===== config.mk =====
export PLATFORM = sky130hd
export DESIGN_NAME = multicycle_sequencer
export DESIGN_NICKNAME = d
export VERILOG_FILES = /design/src/rtl/multicycle_sequencer.sv
export SDC_FILE = /design/constraint.sdc
export NUM_CORES = 1
export LEC_CHECK = 0
export ABC_AREA = 1
export CORE_MARGIN = 5
export CORE_UTILIZATION = 44
export CTS_CLUSTER_DIAMETER = 60
export DETAILED_ROUTE_END_ITERATION = 12
export PLACE_DENSITY = 0.79
export SETUP_SLACK_MARGIN = 0.4
export SLEW_MARGIN = 20
export SYNTH_ARGS = -nofsm -noshare
export SYNTH_HDL_FRONTEND = slang
export SYNTH_SLANG_ARGS = --single-unit

===== constraint.sdc =====
create_clock -name clk -period 1.9 [get_ports clk]
set_clock_uncertainty 0.15 [all_clocks]
set_input_delay 0.38 -clock clk [delete_from_list [all_inputs] [get_ports clk]]
set_output_delay 0.38 -clock clk [all_outputs]
set_load 0.005 [all_outputs]

===== src/rtl/multicycle_sequencer.sv =====
// Cycle sequencer for the multi-cycle datapath: FETCH/DECODE/EXEC/MEM/WB with per-cycle strobes.
// Optional SEQ_PERF_COUNTERS_EN adds cycle_count/instr_count performance counters.
module multicycle_sequencer #(
  parameter int unsigned MEM_TIMEOUT = 15,
  parameter int unsigned TO_W        = 4
) (
  input  logic       clk,
  input  logic       rst_n,
  input  logic       run,
  input  logic [5:0] opcode,
  input  logic       branch_taken,
  input  logic       mem_ready,
  output logic       ir_write,
  output logic       pc_write_seq,
  output logic       pc_write_tgt,
  output logic       ab_write,
  output logic       alu_write,
  output logic       mem_req,
  output logic       mem_read_en,
  output logic       mem_write_en,
  output logic       rf_write1_en,
  output logic       rf_write2_en,
  output logic       instr_done,
  output logic       mem_err,
  output logic [2:0] state
`ifdef SEQ_PERF_COUNTERS_EN
  ,
  output logic [31:0] cycle_count,
  output logic [31:0] instr_count
`endif
);

  typedef enum logic [2:0] {
    StFetch  = 3'd0,
    StDecode = 3'd1,
    StExec   = 3'd2,
    StMem    = 3'd3,
    StWb     = 3'd4
  } state_e;

  localparam logic [5:0] OpLw    = 6'h05;
  localparam logic [5:0] OpLwPoi = 6'h06;
  localparam logic [5:0] OpSw    = 6'h07;
  localparam logic [5:0] OpJmp   = 6'h0C;
  localparam logic [5:0] OpCall  = 6'h0D;
  localparam logic [5:0] OpRet   = 6'h0E;
  localparam logic [5:0] OpPush  = 6'h0F;
  localparam logic [5:0] OpPop   = 6'h10;

  localparam logic [TO_W-1:0] TimeoutVal = TO_W'(MEM_TIMEOUT);

  state_e          state_q, state_d;
  logic [TO_W-1:0] to_cnt_q, to_cnt_d;
  logic            mem_err_q, mem_err_d;

  logic is_alu, is_branch, is_illegal, is_mem_rd, is_mem_wr, is_load, is_pc_mem;
  logic ir_c, pcs_c, pct_c, ab_c, alu_c, req_c, rd_c, wr_c, rf1_c, rf2_c, done_c;

  assign is_alu     = (opcode <= 6'h04);
  assign is_branch  = (opcode >= 6'h08) && (opcode <= 6'h0B);
  assign is_illegal = (opcode >= 6'h11);
  assign is_mem_rd  = (opcode == OpLw) || (opcode == OpLwPoi) || (opcode == OpRet) ||
                      (opcode == OpPop);
  assign is_mem_wr  = (opcode == OpSw) || (opcode == OpCall) || (opcode == OpPush);
  assign is_load    = (opcode == OpLw) || (opcode == OpLwPoi) || (opcode == OpPop);
  assign is_pc_mem  = (opcode == OpCall) || (opcode == OpRet);

  always_comb begin
    state_d   = state_q;
    to_cnt_d  = '0;
    mem_err_d = mem_err_q;
    ir_c      = 1'b0;
    pcs_c     = 1'b0;
    pct_c     = 1'b0;
    ab_c      = 1'b0;
    alu_c     = 1'b0;
    req_c     = 1'b0;
    rd_c      = 1'b0;
    wr_c      = 1'b0;
    rf1_c     = 1'b0;
    rf2_c     = 1'b0;
    done_c    = 1'b0;
    case (state_q)
      StFetch: begin
        if (run) begin
          ir_c    = 1'b1;
          pcs_c   = 1'b1;
          state_d = StDecode;
        end
      end
      StDecode: begin
        if (opcode == OpJmp) begin
          ab_c    = 1'b1;
          pct_c   = 1'b1;
          done_c  = 1'b1;
          state_d = StFetch;
        end else if (is_illegal) begin
          // Illegal opcodes retire as a NOP without touching any datapath latch.
          done_c  = 1'b1;
          state_d = StFetch;
        end else begin
          ab_c    = 1'b1;
          state_d = StExec;
        end
      end
      StExec: begin
        alu_c = 1'b1;
        if (is_alu) begin
          state_d = StWb;
        end else if (is_branch) begin
          pct_c   = branch_taken;
          done_c  = 1'b1;
          state_d = StFetch;
        end else if (is_mem_rd || is_mem_wr) begin
          state_d = StMem;
        end else begin
          done_c  = 1'b1;
          state_d = StFetch;
        end
      end
      StMem: begin
        req_c = 1'b1;
        rd_c  = is_mem_rd;
        wr_c  = is_mem_wr;
        if (mem_ready) begin
          if (is_load) begin
            state_d = StWb;
          end else begin
            pct_c   = is_pc_mem;
            done_c  = 1'b1;
            state_d = StFetch;
          end
        end else if ((MEM_TIMEOUT != 0) && (to_cnt_q == TimeoutVal)) begin
          mem_err_d = 1'b1;
          done_c    = 1'b1;
          state_d   = StFetch;
        end else begin
          to_cnt_d = to_cnt_q + TO_W'(1);
        end
      end
      StWb: begin
        rf1_c   = 1'b1;
        rf2_c   = (opcode == OpLwPoi) || (opcode == OpPop);
        done_c  = 1'b1;
        state_d = StFetch;
      end
      default: state_d = StFetch;
    endcase
  end

  always_ff @(posedge clk) begin
    if (!rst_n) begin
      state_q   <= StFetch;
      to_cnt_q  <= '0;
      mem_err_q <= 1'b0;
    end else begin
      state_q   <= state_d;
      to_cnt_q  <= to_cnt_d;
      mem_err_q <= mem_err_d;
    end
  end

  // Every output is held low while reset is asserted, even mid-instruction.
  assign ir_write     = rst_n & ir_c;
  assign pc_write_seq = rst_n & pcs_c;
  assign pc_write_tgt = rst_n & pct_c;
  assign ab_write     = rst_n & ab_c;
  assign alu_write    = rst_n & alu_c;
  assign mem_req      = rst_n & req_c;
  assign mem_read_en  = rst_n & rd_c;
  assign mem_write_en = rst_n & wr_c;
  assign rf_write1_en = rst_n & rf1_c;
  assign rf_write2_en = rst_n & rf2_c;
  assign instr_done   = rst_n & done_c;
  assign mem_err      = rst_n & mem_err_q;
  assign state        = rst_n ? state_q : 3'd0;

`ifdef SEQ_PERF_COUNTERS_EN
  logic [31:0] cycle_count_q, instr_count_q;

  always_ff @(posedge clk) begin
    if (!rst_n) begin
      cycle_count_q <= '0;
      instr_count_q <= '0;
    end else begin
      if (!((state_q == StFetch) && !run)) cycle_count_q <= cycle_count_q + 32'd1;
      if (done_c) instr_count_q <= instr_count_q + 32'd1;
    end
  end

  assign cycle_count = cycle_count_q;
  assign instr_count = instr_count_q;
`endif

endmodule


==> reports/qor.txt, run 1 <==
routability-driven placement congestion ratio = 0.899
Post-synth EDFFs = 0
Cells after Synth = 129
largest net degree at the start of global routing = 7
io pins = 26
worst_ep kind = primary output
Synthesized Nets = 141
total CTS buffers = 3
Synth cell types = 24
clock sink count = 8
top cells by area, synth = dfxtp_1 (22%), nand2_1 (16%), nor2_1 (12%), inv_1 (10%), nand3_1 (10%)
flops & latches, synth = 8
die height = 50.9 um
# rows = 14
Initial Util = 47.7%
top post-synthesis cells by count = nand2_1 (31), nor2_1 (23), inv_1 (20), nand3_1 (15), dfxtp_1 (8)
Die W = 50.9 um
Post-synth top flop = dfxtp_1
register area share after synthesis = 21.8%
Failed at = 5_1_grt
post-synth top area share = 21.8%
Syn. warnings = 0
most used standard cell by instance count after synthesis = nand2_1
outcome = aborted with a tool error
top cell type by total area after synthesis = dfxtp_1
HPWL after detailed placement = 1910 um
syn_area_per_cell = 5.70 um^2
Tool Error = [ERROR DPL-0038] Utilization greater than 100%, impossible to legalize
pin ending the worst setup path after global-route repair = instr_done
CTS H-tree lvls = 1
CTS Root Buffer Type = clkbuf_4
mapped cell area = 736 um^2
Clock Path Buffers = 2
PortBufs = 25
asr flop ratio synth = 0%
==> cells by family after synthesis <==
family                     Yosys count  synth area share [%]
and+or+nand+nor                     86                  54.4
adders and majority gates            1                  1.70
buffers and inverters               25                  13.3
AOI/OAI and AO/OA                    7                  6.46
DFF                                  8                  21.8
xor gates and xnor gates             2                  2.38
==> what timing repair did <==
item,in CTS
resized for setup,118
pin swaps,20
setup endpoints to repair,18
hold endpoints to repair,0
cloned,0
buffers inserted,15
hold buffers,0
==> stage by stage <==
stage / cells / hold slack (ns) / setup WS, ns / instance area, um^2
after detailed placement: 192 / 0.293 / -0.786 / 1220
after CTS: 210 / 0.314 / -0.00815 / 1420
after floorplan: 129 / 0.269 / 0.364 / 781
after global placement: 192 / 0.284 / -0.727 / 1220
==> run 2: changes to the inputs <==
--- a/config.mk
+++ b/config.mk
@@ -6,12 +6,10 @@
 export NUM_CORES = 1
 export LEC_CHECK = 0
 export ABC_AREA = 1
-export CORE_MARGIN = 5
-export CORE_UTILIZATION = 44
-export CTS_CLUSTER_DIAMETER = 60
+export CORE_AREA = 5 5 66 68
 export DETAILED_ROUTE_END_ITERATION = 12
-export PLACE_DENSITY = 0.79
-export SETUP_SLACK_MARGIN = 0.4
+export DIE_AREA = 0 0 71 73
+export PLACE_DENSITY_LB_ADDON = 0.15
 export SLEW_MARGIN = 20
 export SYNTH_ARGS = -nofsm -noshare
 export SYNTH_HDL_FRONTEND = slang
==> reports/qor.txt, run 2 <==
outcome = complete, but fails checks
violated checks = negative setup slack
CP Data Required Time = 1.37 ns
Slew @ Worst Pin = 0.190 ns
clock share of power = 36.2%
total CTS buffers = 3 (unchanged)
worst vdd ir = 311 uV
CTS Root Buffer Type = clkbuf_8
Layout Cells excl Fill = 246
CP Launch Type = flip-flop
storage element area = 174 um^2
Comb pwr share = 32.1%
Biggest register = to_cnt_q
crit path max fanout = 4
DRT Pass-1 Iters = 4
Worst Hold Slack = 0.328 ns
most common cell after layout, fill and taps aside = buf_4
top cell type by total area after synthesis = dfxtp_1
net switching power figure = 166 uW
ant diodes = 0
dpl ws = -0.786 ns (-0.000805 ns)
post-synth top area share = 21.8% (unchanged)
first-pass GRT wire length = 4220 um
io pins = 26 (unchanged)
unrepaired setup endpoints after global routing = true
final setup fails = 3
Layout fillers = 435
maxcap violations = 0
Post-CTS Hold Buffers = 0 (unchanged)
final global-route overflow total = 0
Via density = 4.15
Synth-to-Final Area Change = 102%
antenna viol nets, final = 0
Initial DRC Count = 50
top post-synthesis cells by count = nand2_1 (31), nor2_1 (23), inv_1 (20), nand3_1 (15), dfxtp_1 (8)
final worst slack = -0.0642 ns
total power = 561 uW
net count reported at finish = 210
vias in the first global route = 1021
DRC violations left = 0
multi-input logic area = 631 um^2
Net Sw Frac = 29.6%
Die W = 71 um (+40%)
Power Dens Cells = 378 nW/um^2
# rows = 23 (+9)
most used standard cell by instance count after synthesis = nand2_1
Synthesized Nets = 141 (unchanged)
WL/cell = 10.5 um
Syn. warnings = 0 (unchanged)
kind of critical path = flip-flop to output port
Fmax = 0.509 GHz
Core ar. = 3800 um^2
max reg flops = 4
mapped cell area = 736 um^2 (unchanged)
Setup crit end kind = output port
syn_area_per_cell = 5.70 um^2 (unchanged)
biggest regs = to_cnt_q (4), state_q (3), mem_err_q (1)
Reg clk slew, reported paths = 0.04 ns
PortBufs = 25 (unchanged)
internal power = 395 uW
CTS H-tree lvls = 1 (unchanged)
flops & latches, synth = 8 (unchanged)
Clock Path Buffers = 2 (unchanged)
Slew headroom = 87.3%
routability-driven placement congestion ratio = 0.832 (-7.4%)
CTS tree = done
HPWL after detailed placement = 1930 um (+0.67%)
Synth cell types = 24 (unchanged)
asr flop ratio synth = 0% (unchanged)
DIE AREA = 5180 um^2
Post-synth top flop = dfxtp_1
initial antenna violation count = 0
Inst Count DP = 233 (+21%)
sequential power share = 31.7%
die height = 73 um (+43%)
Post-synth EDFFs = 0 (unchanged)
top cells by area, synth = dfxtp_1 (22%), nand2_1 (16%), nor2_1 (12%), inv_1 (10%), nand3_1 (10%)
largest net degree at the start of global routing = 8
commonest cells after routing, fill and taps aside = buf_4 (38), nand2_1 (27), inv_1 (17)
Post-Route WL = 2590 um
Leak = 0.000813 uW
Initial Util = 19.4% (-28 points)
register area share after synthesis = 21.8% (unchanged)
final period utilization = 103%
layout cell share with drive strength beyond 1 = 54.6%
Cells after Synth = 129 (unchanged)
Vias = 1022
Fin Setup TNS = -0.0941 ns
min cycle time layout = 1.96 ns
CP arrival = 1.43 ns
final slew viol count = 0
clock sink count = 8 (unchanged)
worst skew pair latency = 0.23 ns
final hold viol count = 0
worst hold path class = flip-flop to flip-flop
Global Route Usage Sum = 9.91%
[run 2: cell counts after synthesis]
No cell type changed its count.
[run 2: power by group through the flow]
stage          clock network, uW  registers (uW)  logic [uW]
6_report                     203             178         180
5_1_grt                      228             178         196
4_1_cts                      211             177         168
3_5_place_dp                   0             180         154
3_3_place_gp                   0             180         154
2_1_floorplan                  0             180        62.9
[run 2: worst max-delay path, stage by stage (launching register included)]
cell and delay [ns]:
dfxtp_4 0.36, inv_4 0.06, nand2_4 0.07, inv_2 0.06
nand2_2 0.05, nor2_4 0.10, buf_6 0.11, nand3_2 0.06
nand2_2 0.07, nor2_2 0.04, a21oi_2 0.11, buf_2 0.11
[run 2: cells by family after synthesis]
kind of cell,Yosys count,share of synthesized area [%]
and+or+nand+nor,86,54.4
buffers and inverters,25,13.3
DFF,8,21.8
AOI/OAI and AO/OA,7,6.46
xor gates and xnor gates,2,2.38
adders and majority gates,1,1.70
[run 2: per-layer routing]
metal / track usage, % / part of all wire, %
met5: 0 / 0
met4: 1.25 / 0
met2: 19.4 / 56
met3: 3.03 / 4.6
met1: 10.7 / 40
[run 2: area by class of cell]
| type | count | area share (%) |
|---|---|---|
| Clock buffer | 3 | 2.78 |
| Inverter | 24 | 6.24 |
| Multi-Input combinational cell | 96 | 42.5 |
| Sequential cell | 8 | 11.7 |
| Tap cell | 50 | 4.22 |
| Timing Repair Buffer | 65 | 32.5 |
[run 2: timing repair]
item / CTS / global route
endpoints found under the setup margin: 15 / 9
gates resized for setup: 89 / 25
pin swaps: 13 / 10
setup buffers: 6 / 4
[run 2: stage by stage]
step	cell area, um^2	util, %
3_5_place_dp	1270	33.3
5_1_grt	1480	39.0
4_1_cts	1420	37.4
3_3_place_gp	1270	33.3
6_report	1480	39.0
2_1_floorplan	736	-
[run 2: final timing paths]
kind               from  cells after the start         end  slack, ns
max          state_q[2]                     11  instr_done      -0.06
min           mem_err_q                      2   mem_err_q       0.33
max reg2reg  state_q[2]                      8  state_q[0]       0.56
min reg2reg   mem_err_q                      2   mem_err_q       0.33
No activity file was read; power rests on OpenSTA's default activity.
==> run 3: changes to the inputs <==
--- a/config.mk
+++ b/config.mk
@@ -10,7 +10,6 @@
 export DETAILED_ROUTE_END_ITERATION = 12
 export DIE_AREA = 0 0 71 73
 export PLACE_DENSITY_LB_ADDON = 0.15
-export SLEW_MARGIN = 20
 export SYNTH_ARGS = -nofsm -noshare
 export SYNTH_HDL_FRONTEND = slang
 export SYNTH_SLANG_ARGS = --single-unit
==> constraint.sdc (replaced) <==
create_clock -name clk -period 1.9 [get_ports clk]
set_clock_uncertainty 0.15 [all_clocks]
set_input_delay 0.475 -clock clk [delete_from_list [all_inputs] [get_ports clk]]
set_output_delay 0.475 -clock clk [all_outputs]
set_load 0.005 [all_outputs]
==> reports/qor.txt, run 3 (same netlist as run 2, synthesis figures left out) <==
outcome = complete, but fails checks
violated checks = negative setup slack
Post-CTS Hold Buffers = 0 (unchanged)
DIE AREA = 5180 um^2 (unchanged)
DRC violations left = 0 (unchanged)
PortBufs = 25 (unchanged)
Slew headroom = 85.6% (-1.7 points)
io pins = 26 (unchanged)
Crit-path slowest cell = nor2_4
worst vdd ir = 338 uV (+8.8%)
CP Launch Type = input pin
R2R Setup Slk = 0.52 ns (-0.04 ns)
CP dominant cell by count = nand2_4
Layout Cells excl Fill = 249 (+1.2%)
HPWL after detailed placement = 1930 um (+0.17%)
Initial Util = 19.4% (unchanged)
Leak = 0.000841 uW (+3.4%)
worst-path cell chain = buf_4, inv_4, nand2_4, nor2_4, nand2_4, nand3_1, nand2_1, nor2_1, a21oi_2, buf_2
# rows = 23 (unchanged)
die height = 73 um (unchanged)
clock sink count = 8 (unchanged)
Via density = 4.10 (-1.3%)
Reg clk slew, reported paths = 0.04 ns (about the same)
WL/cell = 10.7 um (+1.2%)
final period utilization = 107% (+3.8 points)
Inst Count DP = 233 (unchanged)
routability-driven placement congestion ratio = 0.832 (about the same)
initial antenna violation count = 0 (unchanged)
CTS H-tree lvls = 1 (unchanged)
maxcap violations = 0 (unchanged)
most common cell after layout, fill and taps aside = buf_4
Global Route Usage Sum = 10.2% (+0.29 points)
net count reported at finish = 213 (+1.4%)
Biggest register = to_cnt_q
final setup fails = 7 (+4)
kind of critical path = input pin to output port
max reg flops = 4 (unchanged)
total CTS buffers = 3 (unchanged)
Clock Path Buffers = 2 (unchanged)
Slew @ Worst Pin = 0.215 ns (+0.0249 ns)
worst hold path class = flip-flop to flip-flop
ant diodes = 0 (unchanged)
first-pass GRT wire length = 4290 um (+1.8%)
Initial DRC Count = 45 (-10%)
Die W = 71 um (unchanged)
final global-route overflow total = 0 (unchanged)
CP arrival = 1.41 ns (-0.02 ns)
Setup crit end kind = output port
crit path max fanout = 3 (-1)
Synth-to-Final Area Change = 115%
slowest stage delay, CP = 0.15 ns (-0.21 ns)
R2R Path Start = state_q[0]
Core ar. = 3800 um^2 (unchanged)
worst skew pair latency = 0.23 ns (about the same)
FF-to-FF End = to_cnt_q[1]
vias in the first global route = 1022 (+0.098%)
final worst slack = -0.137 ns (-0.0727 ns)
DRT Pass-1 Iters = 4 (unchanged)
biggest regs = to_cnt_q (4), state_q (3), mem_err_q (1)
largest net degree at the start of global routing = 8 (unchanged)
final hold viol count = 0 (unchanged)
CTS tree = done
Hold EP = mem_err_q
antenna viol nets, final = 0 (unchanged)
CTS Root Buffer Type = clkbuf_8
Post-Route WL = 2660 um (+2.4%)
final slew viol count = 0 (unchanged)
Power Dens Cells = 370 nW/um^2 (-2.1%)
layout cell share with drive strength beyond 1 = 59.3% (+4.7 points)
CP Data Required Time = 1.27 ns (-0.10 ns)
Vias = 1021 (-0.098%)
Worst Hold Slack = 0.312 ns (-0.0157 ns)
Fmax = 0.491 GHz (-3.6%)
Hold Crit Depth = 2 (unchanged)
unrepaired setup endpoints after global routing = true
min cycle time layout = 2.04 ns (+0.0727 ns)
commonest cells after routing, fill and taps aside = buf_4 (40), nand2_1 (23), inv_1 (16)
Hold Startpoint = mem_err_q
worst-case reg-to-reg path depth = 7 (-1)
run 3: layer usage:
layer	up-vias	routed length [um]	GRT usage, %
li1	542	-	-
met1	468	1030	10.6
met2	11	1520	20.5
met3	0	103	2.89
met4	0	0	1.46
met5	-	0	0
run 3: worst max path at each step:
stage | slack (ns) | depth (start not counted) | end | startpoint
2_1_floorplan | 0.16 | 8 | instr_done | opcode[5]
3_3_place_gp | -0.97 | 10 | instr_done | opcode[1]
3_5_place_dp | -0.99 | 10 | instr_done | opcode[1]
4_1_cts | -0.14 | 11 | instr_done | opcode[4]
5_1_grt | -0.22 | 10 | instr_done | to_cnt_q[1]
6_report | -0.14 | 10 | instr_done | opcode[4]
run 3: repair_timing:
action                                  in CTS  in global routing
endpoints found under the setup margin      17                 10
buffers inserted                            10                  4
cloned                                       0                  0
gates resized for setup                    128                 25
pin swaps                                   23                 21
run 3: final cells by class:
cell class	instances	area, um^2
Timing Repair Buffer	68	541
Clock buffer	3	41.3
Fill cell	436	2220
Multi-Input combinational cell	96	664
Tap cell	50	62.6
Inverter	24	97.6
Sequential cell	8	174
run 3: per-stage QoR:
stage / worst slack [ns] / area [um^2] / setup TNS, ns / total power [uW] / utilization [%]
after global routing: -0.224 / 1580 / -1.14 / 624 / 41.6
after detailed placement: -0.987 / 1270 / -11.41 / 333 / 33.3
after CTS: -0.140 / 1470 / -0.324 / 567 / 38.7
after global placement: -0.965 / 1270 / -11.31 / 333 / 33.3
after floorplan: 0.163 / 736 / 0 / 243 / -
final: -0.137 / 1580 / -0.504 / 585 / 41.6
run 3: critical path, delay by kind of cell:
| kind | cells | cell delay (ns) |
|---|---|---|
| AND/OR/NAND/NOR | 6 | 0.55 |
| buffers and inverters | 3 | 0.32 |
| AO/OA/AOI/OAI | 1 | 0.06 |
run 3: power by group:
| part | leakage, uW | switching, uW | total [uW] | internal [uW] |
|---|---|---|---|---|
| registers | 0.0000679 | 6.69 | 177 | 171 |
| logic | 0.000751 | 101 | 204 | 103 |
| clock network | 0.0000216 | 66.5 | 204 | 137 |
==> run 4: changes to the inputs <==
--- a/config.mk
+++ b/config.mk
@@ -6,9 +6,10 @@
 export NUM_CORES = 1
 export LEC_CHECK = 0
 export ABC_AREA = 1
-export CORE_AREA = 5 5 66 68
+export CORE_AREA = 2 2 63 65
 export DETAILED_ROUTE_END_ITERATION = 12
-export DIE_AREA = 0 0 71 73
+export DIE_AREA = 0 0 65 67
+export GPL_TIMING_DRIVEN = 0
 export PLACE_DENSITY_LB_ADDON = 0.15
 export SYNTH_ARGS = -nofsm -noshare
 export SYNTH_HDL_FRONTEND = slang
==> reports/qor.txt, run 4 (same netlist as run 2, synthesis figures left out) <==
crit path max fanout = 4 (+1)
Initial Util = 20.4% (+1.0 points)
max reg flops = 4 (unchanged)
Die W = 65 um (-8.5%)
worst-path cell chain = inv_4, nand2_4, inv_2, nand2_2, nor2_4, buf_6, nand3_2, nand2_2, nor2_2, a21oi_1, buf_2
FF-to-FF End = to_cnt_q[0]
Inst Count DP = 202 (-13%)
die height = 67 um (-8.2%)
io pins = 26 (unchanged)
Comb pwr share = 35.7% (+0.8 points)
net count reported at finish = 203 (-4.7%)
largest net degree at the start of global routing = 9 (+1)
final period utilization = 107% (-0.19 points)
Fmax = 0.492 GHz (+0.18%)
sequential power share = 30.5% (+0.2 points)
Reg clk slew, reported paths = 0.04 ns (about the same)
CP Launch Type = flip-flop
Fin Setup TNS = -0.396 ns (+0.108 ns)
Crit-path slowest cell = dfxtp_4
internal power = 410 uW (-0.31%)
Biggest register = to_cnt_q
final slew viol count = 0 (unchanged)
WP buf/inv = 4 (+1)
ant diodes = 0 (unchanged)
CP arrival = 1.41 ns (about the same)
Synth-to-Final Area Change = 112%
final hold viol count = 0 (unchanged)
CP dominant cell by count = nand2_2
worst-case reg-to-reg path depth = 8 (+1)
Hold Crit Depth = 1 (-1)
net switching power figure = 173 uW (-0.80%)
Post-DP Area = 1050 um^2 (-17%)
Power Dens Cells = 373 nW/um^2 (+0.66%)
CTS H-tree lvls = 1 (unchanged)
violated checks = negative setup slack
Leak = 0.000824 uW (-2.0%)
maxcap violations = 0 (unchanged)
worst hold path class = flip-flop to flip-flop
Worst Hold Slack = 0.292 ns (-0.0201 ns)
final global-route overflow total = 0 (unchanged)
PortBufs = 25 (unchanged)
R2R Setup Slk = 0.46 ns (-0.06 ns)
final worst slack = -0.133 ns (+0.00369 ns)
biggest regs = to_cnt_q (4), state_q (3), mem_err_q (1)
Layout fillers = 374 (-14%)
Slew @ Worst Pin = 0.214 ns (-0.000547 ns)
first-pass GRT wire length = 4000 um (-6.7%)
Vias = 992 (-2.8%)
worst skew pair latency = 0.22 ns (about the same)
R2R Path Start = state_q[1]
fin util = 43.3% (+1.7 points)
clock sink count = 8 (unchanged)
HPWL after detailed placement = 1610 um (-17%)
slowest stage delay, CP = 0.35 ns (+0.20 ns)
Via density = 4.19 (+2.1%)
Post-Route WL = 2450 um (-7.9%)
antenna viol nets, final = 0 (unchanged)
final instance area = 1560 um^2 (-1.1%)
Setup crit end kind = output port
commonest cells after routing, fill and taps aside = buf_4 (25), nand2_1 (19), buf_6 (16)
total CTS buffers = 3 (unchanged)
Top delay family on crit path = simple AND/OR/NAND/NOR gates
routability-driven placement congestion ratio = 0.769 (-7.5%)
Post-CTS Hold Buffers = 0 (unchanged)
final setup fails = 6 (-1)
vias in the first global route = 914 (-11%)
most common cell after layout, fill and taps aside = buf_4
unrepaired setup endpoints after global routing = true
worst vdd ir = 296 uV (-12%)
clock share of power = 33.9% (-0.9 points)
DRC violations left = 0 (unchanged)
Clock Path Buffers = 2 (unchanged)
outcome = complete, but fails checks
Layout Cells excl Fill = 237 (-4.8%)
Net Sw Frac = 29.6% (-0.10 points)
Hold EP = to_cnt_q[0]
kind of critical path = flip-flop to output port
CTS tree = done
DRT Pass-1 Iters = 4 (unchanged)
Slew headroom = 85.7% (+0.10 points)
Hold Startpoint = to_cnt_q[0]
WL/cell = 10.3 um (-3.2%)
Core ar. = 3610 um^2 (-5.1%)
initial antenna violation count = 0 (unchanged)
# rows = 22 (-4.3%)
min cycle time layout = 2.03 ns (-0.00369 ns)
Initial DRC Count = 23 (-49%)
CP Data Required Time = 1.27 ns (about the same)
CTS Root Buffer Type = clkbuf_8
layout cell share with drive strength beyond 1 = 60.8% (+1.6 points)
DIE AREA = 4360 um^2 (-16%)
Global Route Usage Sum = 11.6% (+1.4 points)
[run 4: cell count changes in the layout (fill, tap and decap cells not counted), moves of 3 or more]
| cell | previous run | this run |
|---|---|---|
| buf_4 | 40 | 25 |
| buf_6 | 11 | 16 |
| inv_1 | 16 | 13 |
| nand2_1 | 23 | 19 |
| nand2_2 | 9 | 13 |
| nor2_1 | 15 | 12 |
[run 4: layer usage]
metal	vias to the layer above	track usage [%]	routed length, um
met1	441	16.2	1120
met3	4	1.52	112
li1	523	-	-
met2	24	18.4	1190
met4	0	3.19	28
met5	-	0	0
[run 4: worst max path at each step]
| stage | depth (start not counted) | end | slack (ns) | start |
|---|---|---|---|---|
| 6_report | 11 | instr_done | -0.13 | state_q[2] |
| 5_1_grt | 11 | instr_done | -0.26 | state_q[2] |
| 4_1_cts | 6 | pc_write_seq | -0.17 | state_q[1] |
| 3_5_place_dp | 10 | instr_done | -0.98 | opcode[3] |
| 3_3_place_gp | 5 | pc_write_seq | -1.00 | rst_n |
| 2_1_floorplan | 8 | instr_done | 0.16 | opcode[5] |
[run 4: stage by stage]
step,power (uW),setup WS [ns]
global placement,300,-1.00
global route,623,-0.257
detailed placement,300,-0.976
CTS,543,-0.168
floorplan,243,0.163
finish,583,-0.133
[run 4: timing repair]
item / in CTS / in global routing
buffers inserted: 21 / 11
resized for setup: 118 / 47
pin swaps: 20 / 27
hold endpoints to repair: 0 / 0
setup endpoints to repair: 15 / 13
[run 4: worst reg2reg max path, delay by kind of cell (launching register included)]
kind	cells	cell delay (ns)
simple gates	4	0.37
buf+inv	3	0.37
compound gates	1	0.14
flops	1	0.36
[run 4: final cells by class]
cell class,count,area [um^2],share of cell area (%)
multi-input cells,96,678,43.4
repair buffers,57,499,31.9
flip-flops and latches,8,174,11.1
inverters,24,103,6.57
well taps,48,60.1,3.84
clock buffers,3,41.3,2.64
plain buffers,1,7.51,0.480
[run 4: power by group through the flow]
stage	Clock, uW	Sequential (uW)	Combinational (uW)
after floorplan	0	180	62.9
after global placement	0	181	118
after detailed placement	0	181	118
after CTS	202	178	163
after global routing	217	178	227
final	197	178	208
